## src/rtl/alu_instr_issuer.sv

```systemverilog
// Purpose : queues ALU requests, issues them one at a time as 20-bit instruction
//           words to the control unit and returns captured results in order.
// Latency : cmd accepted in cycle N -> instruction in N+2 -> rsp_valid in N+3;
//           steady state one result every 2 cycles.
// Backpressure: cmd_ready drops when DEPTH commands are queued; a stalled
//           response (rsp_valid && !rsp_ready) holds all rsp_* and instruction.
//
// Ports:
//   clk, rst_n                    clock, synchronous active-low reset
//   cmd_valid/cmd_ready           request handshake; cmd_opcode, cmd_a, cmd_b payload
//   instruction                   {opcode, A, B} to the control unit
//   alu_out, alu_carry,
//   alu_overflow, alu_zero        combinational result of the current instruction
//   rsp_valid/rsp_ready           response handshake; rsp_data, rsp_flags
//                                 ({carry, overflow, zero}), rsp_opcode payload
//   fifo_count                    commands queued, excluding the one in flight
module alu_instr_issuer #(
   parameter int DEPTH = 4,
   parameter int CW    = $clog2(DEPTH) + 1
) (
   input  logic          clk,
   input  logic          rst_n,
   input  logic          cmd_valid,
   output logic          cmd_ready,
   input  logic [3:0]    cmd_opcode,
   input  logic [7:0]    cmd_a,
   input  logic [7:0]    cmd_b,
   output logic [19:0]   instruction,
   input  logic [7:0]    alu_out,
   input  logic          alu_carry,
   input  logic          alu_overflow,
   input  logic          alu_zero,
   output logic          rsp_valid,
   input  logic          rsp_ready,
   output logic [7:0]    rsp_data,
   output logic [2:0]    rsp_flags,
   output logic [3:0]    rsp_opcode,
   output logic [CW-1:0] fifo_count
);

   localparam int            AW     = (DEPTH > 1) ? $clog2(DEPTH) : 1;
   localparam logic [CW-1:0] FULL_C = CW'(DEPTH);

   typedef enum logic [1:0] {
      S_IDLE    = 2'd0,
      S_ISSUE   = 2'd1,
      S_RESPOND = 2'd2
   } state_t;

   state_t          r_state;
   state_t          w_state_nxt;

   logic [19:0]     r_mem [DEPTH];
   logic [AW-1:0]   r_wr_ptr;
   logic [AW-1:0]   r_rd_ptr;
   logic [CW-1:0]   r_count;

   logic [19:0]     r_instr;
   logic [7:0]      r_rsp_data;
   logic [2:0]      r_rsp_flags;
   logic [3:0]      r_rsp_opcode;

   logic            w_push;
   logic            w_pop;
   logic            w_capture;
   logic            w_empty;

   // Ready depends only on registered occupancy, so no combinational path
   // from cmd_valid or the response side reaches cmd_ready.
   assign cmd_ready = (r_count < FULL_C);
   assign w_push    = cmd_valid && cmd_ready;
   assign w_empty   = (r_count == '0);

   // Next-state / control decode
   always_comb begin
      w_state_nxt = r_state;
      w_pop       = 1'b0;
      w_capture   = 1'b0;
      case (r_state)
         S_IDLE: begin
            if (!w_empty) begin
               w_pop       = 1'b1;
               w_state_nxt = S_ISSUE;
            end
         end
         S_ISSUE: begin
            // instruction has been stable for the whole cycle; sample the
            // control unit's combinational result at the closing edge
            w_capture   = 1'b1;
            w_state_nxt = S_RESPOND;
         end
         S_RESPOND: begin
            if (rsp_ready) begin
               if (!w_empty) begin
                  w_pop       = 1'b1;
                  w_state_nxt = S_ISSUE;
               end else begin
                  w_state_nxt = S_IDLE;
               end
            end
         end
         default: begin
            w_state_nxt = S_IDLE;
         end
      endcase
   end

   // Queue storage carries no reset: entries are only read after being written.
   always_ff @(posedge clk) begin
      if (w_push) begin
         r_mem[r_wr_ptr] <= {cmd_opcode, cmd_a, cmd_b};
      end
   end

   always_ff @(posedge clk) begin
      if (!rst_n) begin
         r_state      <= S_IDLE;
         r_wr_ptr     <= '0;
         r_rd_ptr     <= '0;
         r_count      <= '0;
         r_instr      <= '0;
         r_rsp_data   <= '0;
         r_rsp_flags  <= '0;
         r_rsp_opcode <= '0;
      end else begin
         r_state <= w_state_nxt;

         // Power-of-two depth: pointers wrap by natural overflow.
         if (w_push) begin
            r_wr_ptr <= r_wr_ptr + AW'(1);
         end
         if (w_pop) begin
            r_rd_ptr <= r_rd_ptr + AW'(1);
            r_instr  <= r_mem[r_rd_ptr];
         end

         case ({w_push, w_pop})
            2'b10:   r_count <= r_count + CW'(1);
            2'b01:   r_count <= r_count - CW'(1);
            default: r_count <= r_count;
         endcase

         if (w_capture) begin
            r_rsp_data   <= alu_out;
            r_rsp_flags  <= {alu_carry, alu_overflow, alu_zero};
            r_rsp_opcode <= r_instr[19:16];
         end
      end
   end

   assign instruction = r_instr;
   assign rsp_valid   = (r_state == S_RESPOND);
   assign rsp_data    = r_rsp_data;
   assign rsp_flags   = r_rsp_flags;
   assign rsp_opcode  = r_rsp_opcode;
   assign fifo_count  = r_count;

endmodule
```

## config.mk

```make
export PLATFORM = sky130hd
export DESIGN_NAME = alu_instr_issuer
export DESIGN_NICKNAME = d
export VERILOG_FILES = /design/src/rtl/alu_instr_issuer.sv
export SDC_FILE = /design/constraint.sdc
export NUM_CORES = 1
export LEC_CHECK = 0
export ABC_AREA = 1
export CAP_MARGIN = 20
export CORE_MARGIN = 1.5
export CORE_UTILIZATION = 50
export DETAILED_ROUTE_END_ITERATION = 7
export GPL_ROUTABILITY_DRIVEN = 0
export GPL_TIMING_DRIVEN = 0
export MAX_ROUTING_LAYER = met4
export PLACE_DENSITY_LB_ADDON = 0.25
export SYNTH_ARGS = -nofsm -noshare
export SYNTH_HDL_FRONTEND = slang
export SYNTH_SLANG_ARGS = --single-unit
```

## constraint.sdc

```tcl
create_clock -name clk -period 2.26 [get_ports clk]
set_clock_uncertainty 0.15 [all_clocks]
set_input_delay 0.339 -clock clk [delete_from_list [all_inputs] [get_ports clk]]
set_output_delay 0.339 -clock clk [all_outputs]
set_load 0.02 [all_outputs]
```

==> key figures, run 1 <==
Timing
  • Final period utilization: 91.0%
  • Setup ws final: 0.203 ns
  • Highest Clock Rate: 486 MHz
  • Unrepaired setup endpoints after global routing: no
  • Fin. Hold Viols: 0
  • Worst Tran Pin Value: 0.849 ns
  • Final Slew Violations: 0
  • Setup-failing EPs final: 0
  • Min Tclk post-route: 2.06 ns
  • Max transition margin: 43.4%
  • Setup TNS: 0 ns

Cells and area
  • Layout cells sized above 1: 9.26%
  • Reg area: 3280 sq um
  • ANT cells: 0
  • Area of the multi-input gates: 1330 sq um
  • Filler cell count: 757
  • # nets final: 708
  • Syn-to-layout area delta: 31.2%

Synthesis
  • Yosys warns: 0
  • Yosys cell types: 20
  • Synth area leader: edfxtp_1
  • Sequential fraction of the synthesis area: 63.2%
  • Main flop type after synthesis: edfxtp_1
  • Main combinational cell family by area after synthesis: simple AND/OR/NAND/NOR gates
  • Synth Area in Simple Gates: 20.6%
  • Compound-Gate Fraction of Synth Area: 3.15%
  • Synth async-reset ratio: 0%
  • Yosys top cell area share: 46.2%
  • Synth top area cells: edfxtp_1 46%, dfxtp_1 17%, nand2_1 11%, inv_1 8.4%, nor2_1 5.2%
  • Top-count cell post-synth: nand2_1
  • Mux contribution to synthesized area: 0%
  • Post-synthesis cell area: 5200 sq um
  • Most instantiated cells after synthesis: 151 x nand2_1, 116 x inv_1, 80 x edfxtp_1, 72 x nor2_1, 44 x dfxtp_1
  • Mapped Cells: 570
  • EDFF count, synth: 80
  • Synth Area in XOR/XNOR: 0%
  • Post-Synthesis Net Count: 611
  • Avg Cell Area, Syn: 9.12 sq um
  • Synth Register Bits: 124
  • Post-Synth Adder-Cell Area: 1.59%

Power
  • Clock share of power: 32.4%
  • Sw Share: 33.2%
  • Final Power: 9.04 mW
  • Power Dens Cells: 1320 nW/um^2
  • Leakage: 3.10 nW
  • Max rail drop VDD: 0.000565 V
  • Pint: 6.03 mW
  • Reg power frac: 33.6%
  • Combinational Power Share: 34.0%
  • Sw power: 3.00 mW

GRT
  • GR Util All Layers: 22.6%
  • First-pass GRT wire length: 18.4 mm
  • Gr ovfl total: 0
  • Initial antenna violation count: 0
  • Vias in the first global route: 3,855
  • Largest net degree at the start of global routing: 17

Die
  • Die span in y: 105 um
  • Io pins: 75
  • Core Box Area: 10,200 sq um
  • Die area: 11,000 sq um
  • Die W: 105 um
  • Starting Density: 51.0%
  • Site row count: 37

Place
  • Pre-CTS WS: -0.203 ns
  • DP HPWL: 7.26 mm
  • IO Port Bufs: 74

Setup path
  • Reg2Reg Setup Slack: 0.20 ns
  • Worst reg2reg endpoint: r_mem[1][6]$_DFFE_PP_
  • CP startpoint kind: flip-flop
  • Reg-to-reg startpoint: fifo_count[2]$_SDFFE_PN0P_
  • Crit-path max FO: 13
  • Worst EP required: 2.33 ns
  • Arr. time, crit path: 2.13 ns
  • Worst Setup End Kind: flip-flop
  • Critical path type: flip-flop to flip-flop
  • Worst-case reg-to-reg path depth: 4

Route
  • Antenna Nets Post-Route: 0
  • DRT Pass-1 Iters: 7
  • Wire per inst: 13.9 um
  • Detailed-route vias per instance: 4.77
  • Drt drc: 0
  • DR vias: 3,892
  • DR iter-0 viols: 251
  • DRT Wirelength: 11.4 mm

Clock tree
  • Skew-Pair Late Insertion Delay: 0.52 ns
  • CTS Buf Count: 17
  • Post-CTS Hold Fix Bufs: 0
  • Clock Tree Buf Depth: 2
  • Clk root buf: clkbuf_8
  • Clock slew at reported path FFs: 0.06 ns
  • CTS tree: built
  • Post-CTS Setup Bufs: 0
  • CTS resizes: 0
  • H-tree depth: 4
  • Sink Count: 124

Hold path
  • Min-delay src: alu_out[0]
  • Endpoint, Worst Hold: rsp_data[0]$_SDFFE_PN0N_
  • Hold Path Class: input port to flip-flop
  • Min-Delay Path Depth: 3

Job
  • Max-cap viol count: 0

Outcome
  • Status: finished, final reports clean
==> critical path: stages (launching register included) <==
cell,delay (ns)
dfxtp_1,0.32
inv_2,0.09
nand2_1,0.22
nor2_2,0.72
buf_6,0.25
==> layer usage <==
layer	up-vias	routed length [um]	GRT usage [%]
met2	148	5790	37.8
met4	0	153	8.41
met3	17	710	5.74
li1	1941	-	-
met5	-	0	-
met1	1786	4700	26.3
==> kinds of logic (layout without fill, tap and decap cells) <==
| kind of cell | count (synthesis) | after routing |
|---|---|---|
| adders and majority gates | 6 | 6 |
| buffers and inverters | 142 | 252 |
| DFF | 124 | 124 |
| AOI/OAI and AO/OA | 30 | 30 |
| and+or+nand+nor | 268 | 268 |
==> worst max path at each step <==
stage                                from                         end  slack (ns)  cells after the start
2_1_floorplan  fifo_count[2]$_SDFFE_PN0P_       r_mem[0][0]$_DFFE_PP_        0.11                      3
3_3_place_gp                    cmd_valid      r_mem[0][13]$_DFFE_PP_       -0.91                      3
3_5_place_dp                    rsp_ready  fifo_count[2]$_SDFFE_PN0P_       -0.20                     14
4_1_cts           r_state[1]$_SDFFE_PN0P_                   rsp_valid        0.05                      3
5_1_grt        fifo_count[2]$_SDFFE_PN0P_      r_mem[1][19]$_DFFE_PP_        0.10                      4
6_report       fifo_count[2]$_SDFFE_PN0P_       r_mem[1][6]$_DFFE_PP_        0.20                      4
==> area by class of cell <==
| type | count | share of cell area [%] |
|---|---|---|
| plain buffers | 23 | 2.15 |
| clock buffers | 18 | 6.13 |
| clock inverters | 14 | 3.28 |
| inverters | 119 | 6.59 |
| multi-input cells | 304 | 19.5 |
| flip-flops and latches | 124 | 48.1 |
| well taps | 136 | 2.49 |
| repair buffers | 78 | 11.7 |
==> flip-flops by register name, summed over array words and instances (netlist names) <==
register,flops
fifo_count,3
rsp_data,8
r_mem,80
r_state,2
instruction,20
r_rd_ptr,2
r_wr_ptr,2
rsp_flags,3
rsp_opcode,4
==> through the flow <==
| step | hold WS [ns] | util, % | instance area [sq um] | cells |
|---|---|---|---|---|
| final | 0.310 | 67.0 | 6820 | 816 |
| after global placement | 0.304 | 60.0 | 6110 | 780 |
| after floorplan | 0.288 | - | 5200 | 570 |
| after global routing | 0.300 | 67.0 | 6820 | 816 |
| after detailed placement | 0.323 | 60.6 | 6180 | 784 |
| after CTS | 0.288 | 66.9 | 6820 | 816 |
==> cells in the final DEF, fill, tap and decap left out, types with 2 or more instances in the layout <==
master,count
nor2_1,68
buf_6,4
dfxtp_1,44
nor2_2,4
clkbuf_1,3
clkinv_1,3
bufinv_16,6
nand3_1,43
buf_8,3
nand2_1,151
clkinv_2,2
ha_1,5
inv_2,2
clkinvlp_4,3
clkdlybuf4s50_1,73
edfxtp_1,80
buf_2,12
clkbuf_16,16
inv_1,116
a21oi_1,9
buf_4,6
o21ai_0,19
==> power groups by stage <==
stage                     Sequential [mW]  Combinational [mW]  Clock [mW]
after global routing                 3.08                3.39        3.07
after CTS                            3.04                3.09        2.95
after detailed placement             3.08                3.04           0
after floorplan                      3.35                1.66           0
final                                3.03                3.07        2.93
after global placement               3.06                2.94           0
Note: power is estimated with default switching activity, not from simulation.
==> inputs of run 2 (changes only) <==
CAP_MARGIN = 0   (was 20)
CORE_MARGIN = 1   (was 1.5)
==> key figures, run 2 (synthesis gave the netlist of run 1 again) <==
Power
  • Max rail drop VDD: 0.000492 V
  • Power Dens Cells: 1270 nW/um^2
  • Final Power: 8.56 mW
  • Leakage: 3.05 nW

Clock tree
  • CTS resizes: 0
  • CTS tree: built
  • Post-CTS Hold Fix Bufs: 0
  • Clock slew at reported path FFs: 0.06 ns
  • Skew-Pair Late Insertion Delay: 0.52 ns
  • Sink Count: 124
  • H-tree depth: 4
  • Clock Tree Buf Depth: 2
  • CTS Buf Count: 17
  • Post-CTS Setup Bufs: 0
  • Clk root buf: clkbuf_8

Cells and area
  • # nets final: 708
  • Most frequent cells in the layout: 151 x nand2_1, 116 x inv_1, 80 x edfxtp_1, 74 x clkdlybuf4s50_1, 68 x nor2_1
  • ANT cells: 0
  • Max FFs per register: 80
  • Filler cell count: 730
  • Layout Utilization: 68.0%
  • Syn-to-layout area delta: 29.7%
  • Most flops, register: r_mem
  • Area of the multi-input gates: 1330 sq um
  • Non-filler cells in the finished layout: 813
  • Layout cells sized above 1: 9.71%
  • Most common cell after layout, fill and taps aside: nand2_1
  • Reg area: 3280 sq um

Die
  • Io pins: 75
  • Die span in y: 104 um
  • Die W: 104 um
  • Die area: 10,800 sq um
  • Starting Density: 52.5%
  • Core Box Area: 9910 sq um
  • Site row count: 36

Timing
  • Setup ws final: 0.0724 ns
  • Min Tclk post-route: 2.19 ns
  • Max transition margin: 56.9%
  • Fin. Hold Viols: 0
  • Setup-failing EPs final: 0
  • Unrepaired setup endpoints after global routing: no
  • Setup TNS: 0 ns
  • Worst Tran Pin Value: 0.645 ns
  • Final Slew Violations: 0
  • Final period utilization: 96.8%
  • Highest Clock Rate: 457 MHz

GRT
  • Initial antenna violation count: 0
  • Largest net degree at the start of global routing: 17
  • GR Util All Layers: 21.5%
  • First-pass GRT wire length: 17.4 mm
  • Vias in the first global route: 3,691
  • Gr ovfl total: 0

Route
  • Antenna Nets Post-Route: 0
  • Detailed-route vias per instance: 4.77
  • DR iter-0 viols: 308
  • DRT Wirelength: 10.8 mm
  • Drt drc: 0
  • DR vias: 3,881
  • Wire per inst: 13.2 um
  • DRT Pass-1 Iters: 5

Place
  • DP HPWL: 6.95 mm
  • Post-Place Cells: 781
  • Pre-CTS WS: -0.194 ns
  • IO Port Bufs: 74

Setup path
  • Worst EP required: 1.77 ns
  • Arr. time, crit path: 1.70 ns
  • CP startpoint kind: flip-flop
  • Crit-path max FO: 3
  • Worst Setup End Kind: output pin
  • Critical path type: flip-flop to output pin

Job
  • Max-cap viol count: 0

Hold path
  • Hold Path Class: input port to flip-flop

Outcome
  • Status: finished, final reports clean
[run 2: worst paths after layout]
kind                                                   start                          to  slack [ns]  cells past startpoint
worst min register to register  instruction[16]$_SDFFE_PN0P_  rsp_opcode[0]$_SDFFE_PN0N_        0.32                      2
worst min-delay path                                cmd_a[0]       r_mem[3][8]$_DFFE_PP_        0.29                      1
worst max register to register    fifo_count[0]$_SDFFE_PN0P_  fifo_count[2]$_SDFFE_PN0P_        0.28                     13
worst max-delay path                 r_state[1]$_SDFFE_PN0P_                   rsp_valid        0.07                      3
[run 2: critical path, cell delays in order (launching register included)]
cell and delay, ns:
dfxtp_1 0.40, inv_1 0.07, nor2_1 0.11, clkdlybuf4s50_1 0.61
[run 2: layer usage]
| metal | global-route usage (%) | routed length (um) | vias to the layer above |
|---|---|---|---|
| li1 | - | - | 1946 |
| met1 | 25.9 | 4710 | 1741 |
| met2 | 34.4 | 5110 | 174 |
| met3 | 5.26 | 744 | 20 |
| met4 | 9.90 | 188 | 0 |
| met5 | - | 0 | - |
[run 2: per-stage QoR]
| stage | hold WS (ns) | area (sq um) |
|---|---|---|
| 2_1_floorplan | 0.288 | 5200 |
| 3_3_place_gp | 0.307 | 6110 |
| 3_5_place_dp | 0.317 | 6190 |
| 4_1_cts | 0.290 | 6740 |
| 5_1_grt | 0.293 | 6740 |
| 6_report | 0.294 | 6740 |
[run 2: power breakdown]
part	internal (mW)	switching, mW
combinational	1.20	1.86
clock	1.47	1.00
sequential	2.85	0.179
[run 2: area by class of cell]
| class | count | share of cell area (%) |
|---|---|---|
| Clock buffer | 17 | 6.14 |
| Inverter | 119 | 6.66 |
| Tap cell | 133 | 2.47 |
| Sequential cell | 124 | 48.7 |
| Buffer | 23 | 2.17 |
| Clock inverter | 15 | 2.04 |
| Timing Repair Buffer | 78 | 12.1 |
| Multi-Input combinational cell | 304 | 19.7 |
==> inputs of run 3 (changes only) <==
CORE_UTILIZATION = 54   (was 50)
==> key figures, run 3 (synthesis gave the netlist of run 1 again) <==
Job
  • Max-cap viol count: 0

Cells and area
  • Most common cell after layout, fill and taps aside: nand2_1
  • Syn-to-layout area delta: 29.4%
  • Non-filler cells in the finished layout: 809
  • Most frequent cells in the layout: 151 x nand2_1, 116 x inv_1, 80 x edfxtp_1, 74 x clkdlybuf4s50_1, 68 x nor2_1
  • Design Area, Final: 6730 sq um
  • # nets final: 708
  • Most flops, register: r_mem
  • Layout cells sized above 1: 9.85%
  • Max FFs per register: 80
  • Layout Utilization: 72.5%
  • ANT cells: 0

Timing
  • Final Slew Violations: 0
  • Setup-failing EPs final: 0
  • Hold_ws: 0.295 ns
  • Fin. Hold Viols: 0
  • Max transition margin: 53.5%
  • Min Tclk post-route: 2.19 ns
  • Final period utilization: 96.7%
  • Highest Clock Rate: 458 MHz
  • Setup ws final: 0.0743 ns
  • Unrepaired setup endpoints after global routing: no
  • Setup TNS: 0 ns
  • Worst Tran Pin Value: 0.697 ns

Setup path
  • Slowest cell delay on critical path: 0.61 ns
  • Worst Setup End Kind: output pin
  • Arr. time, crit path: 1.70 ns
  • CP startpoint kind: flip-flop
  • Cell Chain, Critical Path: inv_1 > nor2_1 > clkdlybuf4s50_1
  • Critical path type: flip-flop to output pin
  • Crit path to: rsp_valid
  • Reg-to-reg startpoint: fifo_count[0]$_SDFFE_PN0P_
  • Critical Path Start: r_state[1]$_SDFFE_PN0P_
  • Crit-path max FO: 3
  • Reg2Reg Setup Slack: 0.27 ns
  • Worst reg2reg endpoint: fifo_count[2]$_SDFFE_PN0P_
  • Worst EP required: 1.77 ns
  • Worst-case reg-to-reg path depth: 13
  • Slowest CP cell: clkdlybuf4s50_1

Hold path
  • Hold Path Class: input port to flip-flop
  • Min-Delay Path Depth: 1

GRT
  • Gr ovfl total: 0
  • Vias in the first global route: 3,679
  • Largest net degree at the start of global routing: 17
  • First-pass GRT wire length: 17.0 mm
  • Initial antenna violation count: 0
  • GR Util All Layers: 23.2%

Route
  • DRT Wirelength: 10.7 mm
  • DR iter-0 viols: 307
  • Wire per inst: 13.2 um
  • DRT Pass-1 Iters: 5
  • Antenna Nets Post-Route: 0
  • Detailed-route vias per instance: 4.73
  • Drt drc: 0
  • DR vias: 3,825

Clock tree
  • Clock slew at reported path FFs: 0.06 ns
  • Post-CTS Setup Bufs: 0
  • CTS Buf Count: 17
  • H-tree depth: 4
  • Clk root buf: clkbuf_8
  • Post-CTS Hold Fix Bufs: 0
  • Sink Count: 124
  • Skew-Pair Late Insertion Delay: 0.52 ns
  • CTS resizes: 0
  • CTS tree: built
  • Clock Tree Buf Depth: 2

Die
  • Core Box Area: 9280 sq um
  • Site row count: 35
  • Die W: 100 um
  • Io pins: 75
  • Starting Density: 56.0%
  • Die area: 10,000 sq um
  • Die span in y: 100 um

Power
  • Max rail drop VDD: 0.000688 V
  • Leakage: 3.03 nW
  • Final Power: 8.48 mW
  • Power Dens Cells: 1260 nW/um^2

Place
  • IO Port Bufs: 74
  • Post-DP Area: 6200 sq um
  • DP HPWL: 6.90 mm
  • Post-Place Cells: 777
  • Pre-CTS WS: -0.190 ns

Outcome
  • Status: finished, final reports clean
[run 3: worst min-delay path by stage]
| stage | from | end | slack (ns) |
|---|---|---|---|
| after CTS | cmd_b[1] | r_mem[2][1]$_DFFE_PP_ | 0.28 |
| after detailed placement | instruction[19]$_SDFFE_PN0P_ | rsp_opcode[3]$_SDFFE_PN0N_ | 0.32 |
| after floorplan | cmd_b[0] | r_mem[0][0]$_DFFE_PP_ | 0.29 |
| final | cmd_b[1] | r_mem[2][1]$_DFFE_PP_ | 0.30 |
| after global placement | fifo_count[0]$_SDFFE_PN0P_ | fifo_count[0]$_SDFFE_PN0P_ | 0.31 |
| after global routing | cmd_b[1] | r_mem[2][1]$_DFFE_PP_ | 0.28 |
[run 3: layout make-up]
cell class              count  area [sq um]
repair buffers             78           826
flip-flops and latches    124          3280
fillers                   655          2560
well taps                 129           161
plain buffers              23           146
clock inverters            15           118
inverters                 119           449
clock buffers              17           414
multi-input cells         304          1330
[run 3: critical path, delay by kind of cell, from the launching register on]
family,cells,cell delay [ns]
buffers and inverters,2,0.68
DFF,1,0.40
and+or+nand+nor,1,0.11
[run 3: per-layer routing]
layer	track usage (%)	share of wire, %	vias up
met5	-	0	-
met4	10.6	1.5	0
met3	5.92	7.3	18
met2	35.2	47	164
met1	29.5	44	1701
li1	-	-	1942
[run 3: where the power goes]
part	leakage [nW]	internal, mW	switching, mW
logic	1.69	1.21	1.86
registers	1.10	2.85	0.186
clock network	0.244	1.36	1.02
total	3.03	5.41	3.07
